==> src/rtl/pipe_exe_muldiv.sv <==
// Iterative MULT/MULTU/DIV/DIVU unit owning HI/LO; also services MTHI/MTLO.
// Latency: WIDTH iterations after the accept edge, done in cycle WIDTH+1 (divide-by-zero fast path: cycle 1).
// Backpressure: stall_req holds the pipeline while a long op is pending; start while busy is ignored.
module pipe_exe_muldiv #(
    parameter int WIDTH   = 32,
    parameter int DZ_FAST = 1
) (
    input  logic             clk,
    input  logic             rst,
    input  logic             start,
    input  logic [2:0]       op,
    input  logic [WIDTH-1:0] a,
    input  logic [WIDTH-1:0] b,
    input  logic             flush,
    output logic             busy,
    output logic             stall_req,
    output logic             done,
    output logic             div_by_zero,
    output logic [WIDTH-1:0] hi,
    output logic [WIDTH-1:0] lo
);

    localparam int CW = (WIDTH > 1) ? $clog2(WIDTH) : 1;

    typedef enum logic [1:0] {S_IDLE, S_MUL, S_DIV, S_DONE} state_t;

    state_t           state, state_nxt;
    logic [CW-1:0]    cnt;
    logic [WIDTH-1:0] upper, lower, opnd, a_q;
    logic             neg_q, rneg_q, dz_q;

    // Operation decode and operand magnitudes for the signed variants.
    logic             is_mul, is_div, is_signed, long_op, b_zero, last;
    logic             a_neg, b_neg;
    logic [WIDTH-1:0] a_abs, b_abs;

    assign is_mul    = (op == 3'd0) || (op == 3'd1);
    assign is_div    = (op == 3'd2) || (op == 3'd3);
    assign is_signed = (op == 3'd0) || (op == 3'd2);
    assign long_op   = is_mul || is_div;
    assign a_neg     = is_signed && a[WIDTH-1];
    assign b_neg     = is_signed && b[WIDTH-1];
    assign a_abs     = a_neg ? -a : a;
    assign b_abs     = b_neg ? -b : b;
    assign b_zero    = (b == '0);
    assign last      = (cnt == CW'(WIDTH - 1));

    // Shift-add multiply step: {upper,lower} holds partial product and remaining multiplier bits.
    logic [WIDTH:0]     mul_sum;
    logic [WIDTH-1:0]   mul_upper_n, mul_lower_n;
    logic [2*WIDTH-1:0] prod, prod_s;

    assign mul_sum     = {1'b0, upper} + {1'b0, (lower[0] ? opnd : '0)};
    assign mul_upper_n = mul_sum[WIDTH:1];
    assign mul_lower_n = {mul_sum[0], lower[WIDTH-1:1]};
    assign prod        = {mul_upper_n, mul_lower_n};
    assign prod_s      = neg_q ? -prod : prod;

    // Restoring divide step: upper is the partial remainder, lower shifts dividend out / quotient in.
    logic [WIDTH:0]   div_shift;
    logic             div_ge;
    logic [WIDTH-1:0] div_upper_n, div_lower_n, quo_s, rem_s;

    assign div_shift   = {upper, lower[WIDTH-1]};
    assign div_ge      = (div_shift >= {1'b0, opnd});
    // When the trial succeeds the difference is below the divisor, so modulo-WIDTH subtraction is exact.
    assign div_upper_n = div_ge ? (div_shift[WIDTH-1:0] - opnd) : div_shift[WIDTH-1:0];
    assign div_lower_n = {lower[WIDTH-2:0], div_ge};
    assign quo_s       = neg_q  ? -div_lower_n : div_lower_n;
    assign rem_s       = rneg_q ? -div_upper_n : div_upper_n;

    // State register.
    always_ff @(posedge clk or posedge rst) begin
        if (rst) state <= S_IDLE;
        else     state <= state_nxt;
    end

    // Next-state and status outputs; flush overrides everything including a new start.
    always_comb begin
        state_nxt   = state;
        busy        = (state != S_IDLE);
        done        = (state == S_DONE);
        div_by_zero = (state == S_DONE) && dz_q;
        stall_req   = start && long_op && (state != S_DONE);
        case (state)
            S_IDLE: begin
                if (start && is_mul)
                    state_nxt = S_MUL;
                else if (start && is_div)
                    state_nxt = (b_zero && (DZ_FAST != 0)) ? S_DONE : S_DIV;
            end
            S_MUL:   if (last) state_nxt = S_DONE;
            S_DIV:   if (last) state_nxt = S_DONE;
            default: state_nxt = S_IDLE;
        endcase
        if (flush) state_nxt = S_IDLE;
    end

    // Datapath: latch operands on accept, iterate, and commit hi/lo only on the edge into DONE.
    always_ff @(posedge clk or posedge rst) begin
        if (rst) begin
            cnt    <= '0;
            upper  <= '0;
            lower  <= '0;
            opnd   <= '0;
            a_q    <= '0;
            neg_q  <= 1'b0;
            rneg_q <= 1'b0;
            dz_q   <= 1'b0;
            hi     <= '0;
            lo     <= '0;
        end else if (!flush) begin
            case (state)
                S_IDLE: begin
                    cnt <= '0;
                    if (start) begin
                        if (is_mul) begin
                            upper <= '0;
                            lower <= b_abs;
                            opnd  <= a_abs;
                            neg_q <= a_neg ^ b_neg;
                            dz_q  <= 1'b0;
                        end else if (is_div) begin
                            upper  <= '0;
                            lower  <= a_abs;
                            opnd   <= b_abs;
                            neg_q  <= a_neg ^ b_neg;
                            rneg_q <= a_neg;
                            a_q    <= a;
                            dz_q   <= b_zero;
                            if (b_zero && (DZ_FAST != 0)) begin
                                hi <= a;
                                lo <= '1;
                            end
                        end else if (op == 3'd4) begin
                            hi <= a;
                        end else if (op == 3'd5) begin
                            lo <= a;
                        end
                    end
                end
                S_MUL: begin
                    upper <= mul_upper_n;
                    lower <= mul_lower_n;
                    cnt   <= cnt + 1'b1;
                    if (last) begin
                        hi <= prod_s[2*WIDTH-1:WIDTH];
                        lo <= prod_s[WIDTH-1:0];
                    end
                end
                S_DIV: begin
                    upper <= div_upper_n;
                    lower <= div_lower_n;
                    cnt   <= cnt + 1'b1;
                    if (last) begin
                        // A zero divisor yields all-ones quotient and the dividend as remainder.
                        hi <= dz_q ? a_q : rem_s;
                        lo <= dz_q ? '1  : quo_s;
                    end
                end
                default: ;
            endcase
        end
    end

endmodule

==> config.mk <==
export PLATFORM = sky130hd
export DESIGN_NAME = pipe_exe_muldiv
export DESIGN_NICKNAME = d
export VERILOG_FILES = /design/src/rtl/pipe_exe_muldiv.sv
export SDC_FILE = /design/constraint.sdc
export NUM_CORES = 1
export LEC_CHECK = 0
export ABC_AREA = 1
export CAP_MARGIN = 5
export CORE_MARGIN = 4
export CORE_UTILIZATION = 30
export DETAILED_ROUTE_END_ITERATION = 12
export SYNTH_ARGS = -nofsm -noshare
export SYNTH_HDL_FRONTEND = slang
export SYNTH_SLANG_ARGS = --single-unit
==> constraint.sdc <==
create_clock -name clk -period 18 [get_ports clk]
set_input_delay 4.5 -clock clk [delete_from_list [all_inputs] [get_ports clk]]
set_output_delay 4.5 -clock clk [all_outputs]
set_load 0.05 [all_outputs]
==> impl_metrics.json <==
{
  "status": "finished, final reports clean",
  "clkLatencyLatePin_ns": 0.58,
  "slew_violations": 0,
  "portBuffers": 138,
  "holdBufCountCts": 0,
  "clkSinkCount": 202,
  "start_kind": "input pin",
  "hold_viol": 0,
  "final_net_count": 3681,
  "p_leak_nw": 11.9,
  "cts.repair.resized": 0,
  "crit_fanout": 5,
  "avgSynthCellArea_um2": 5.98,
  "hold_slack_ns": 0.480,
  "pre_cts_ws_ns": 7.33,
  "hold_depth": 2,
  "wl_per_cell_um": 21.7,
  "async_flop_share_pct": 100,
  "tightestPinTransition_ns": 0.999,
  "routed_wl_mm": 97.5,
  "max_slew_margin_pct": 33.0,
  "ant_nets": 0,
  "fillCellCount": 7682,
  "required_ns": 13.50,
  "design_area_mm2": 0.0239,
  "ys.flop_type": "dfrtp_1",
  "grt_max_degree": 104,
  "root_buffer": "clkbuf_16",
  "setup_violations": 0,
  "fp.dieW_um": 271,
  "regArea_mm2": 0.00505,
  "cts_tree": "done",
  "dr.pass1.iters": 6,
  "gp_congestion": 1.07,
  "fp.dieH_um": 271,
  "grt_pass1_vias": 22400,
  "ys_seq_area_share_pct": 24.3,
  "synthCells": 3474,
  "dr.first_iter.drc_count": 2994,
  "end_kind": "output pin",
  "drcViolationCount": 0,
  "synth_edf_count": 0,
  "drive_above_1_share_pct": 4.73,
  "grt_pass1_wl_mm": 143,
  "layout_setup_ws_ns": 7.33,
  "io_pins": 139,
  "fin_crit_ns": 10.67,
  "ctsLongestPathBuffers": 3,
  "fin_crit_sh_pct": 59.3,
  "dp_hpwl_mm": 76.9,
  "p_per_area_mw_per_mm2": 175,
  "r2r_cells": 20,
  "p_total_mw": 4.19,
  "syn_to_final_growth_pct": 15.0,
  "numCtsBuffers": 26,
  "post_cts.repair.setup_buffers": 0,
  "htree_levels": 1,
  "fmax_mhz": 93.7,
  "grt_util_all_layers_pct": 25.4,
  "path_class": "in -> out",
  "peakVddDrop_v": 0.000220,
  "row_count": 96,
  "clock-skew-final_ns": 0.0409,
  "dpl_cell_area_mm2": 0.0230,
  "ys_ff_latch": 202,
  "antenna_found_initial": 2,
  "synth_cell_types": 57,
  "die_area_mm2": 0.0735,
  "grt_overflow": 0,
  "tns_ns": 0,
  "synth_area_mm2": 0.0208,
  "rsz0062_at_grt": "no",
  "vias": 24300,
  "initial_core_util_pct": 30.3,
  "syn-num-nets": 3622,
  "clk_pin_slew_ns": 0.06,
  "yosysWarnings": 0,
  "multiInputGateArea_mm2": 0.0133,
  "core-area_mm2": 0.0686,
  "viasPerCell": 5.42,
  "arrival_ns": 6.17,
  "min_path_type": "reg -> reg",
  "cap_violations": 0
}
[routing by layer]
| layer | share of wire (%) | global-route usage (%) |
|---|---|---|
| met1 | 40 | 33.0 |
| met4 | 5.9 | 11.9 |
| met2 | 45 | 41.5 |
| met3 | 8.5 | 3.71 |
| met5 | 0.012 | 0 |
[power by group]
group	internal [mW]	switching (mW)
Clock	0.312	0.234
Combinational	0.791	2.04
Sequential	0.638	0.174
Total	1.74	2.45
[registers in the layout, summed over array words and instances (netlist names)]
signal,cells
rneg_q,1
hi,32
state,2
opnd,32
a_q,32
cnt,5
neg_q,1
upper,32
dz_q,1
lo,32
lower,32
[kinds of logic after synthesis]
group / Yosys count / synth area share (%)
AOI/OAI and AO/OA: 691 / 19.2
xor gates and xnor gates: 105 / 4.43
adders and majority gates: 77 / 4.71
buffers and inverters: 631 / 11.6
DFF: 202 / 24.3
and+or+nand+nor: 1768 / 35.7
[layout make-up]
| class | instances | area share, % |
|---|---|---|
| antenna | 1 | 0.0105 |
| clock inverter | 17 | 0.728 |
| sequential | 202 | 21.2 |
| tap | 931 | 4.88 |
| clock buffer | 30 | 2.96 |
| timing repair buffer | 165 | 6.63 |
| inverter | 497 | 7.85 |
| multi-input combinational | 2641 | 55.8 |
[cell usage in the layout, fill, tap and decap left out, types with 23 or more instances in the layout]
cell type,n
a22oi_1,26
nand3_1,204
o22ai_1,52
nand2_1,1031
clkbuf_16,26
xor2_1,88
buf_4,27
dfrtp_1,202
nor2_1,337
o211ai_1,40
clkdlybuf4s50_1,138
nor3_1,52
nand4_1,52
a21oi_1,194
ha_1,73
inv_1,467
o21ai_1,26
o21ai_0,257
nand2_2,23
[worst paths after layout]
check	from	end	slack, ns
max	op[2]	stall_req	7.33
min	hi[0]	hi[0]	0.48
max reg2reg	opnd[12]	lo[6]	12.77
min reg2reg	hi[0]	hi[0]	0.48
max in group asynchronous	rst	hi[20]	11.50
min in group asynchronous	rst	lower[11]	4.47
[through the flow]
stage | instances | util [%]
after floorplan | 3474 | -
after global placement | 4436 | 33.5
after detailed placement | 4436 | 33.5
after CTS | 4483 | 34.8
after global routing | 4484 | 34.8
final | 4484 | 34.8
[critical path: stages]
cell	delay [ns]
clkdlybuf4s50_1	0.48
nor2_1	0.20
inv_1	0.09
nor2_1	0.09
clkdlybuf4s50_1	0.81
[Yosys cell counts, types with 18 or more instances]
cell type	instances	area, um2
o22ai_1	52	325
dfrtp_1	202	5050
nand2_1	1031	3870
nor2_1	341	1280
inv_2	18	67.6
o21ai_1	26	130
xor2_1	88	771
a22o_1	20	175
clkbuf_1	106	398
a21oi_1	194	971
nor3_1	52	260
nand4_1	52	325
inv_1	471	1770
nand2_2	23	144
o211ai_1	40	300
o21ai_0	257	1290
ha_1	75	938
nand3_1	204	1020
a22oi_1	26	195
(Power assumes the default switching activity.)
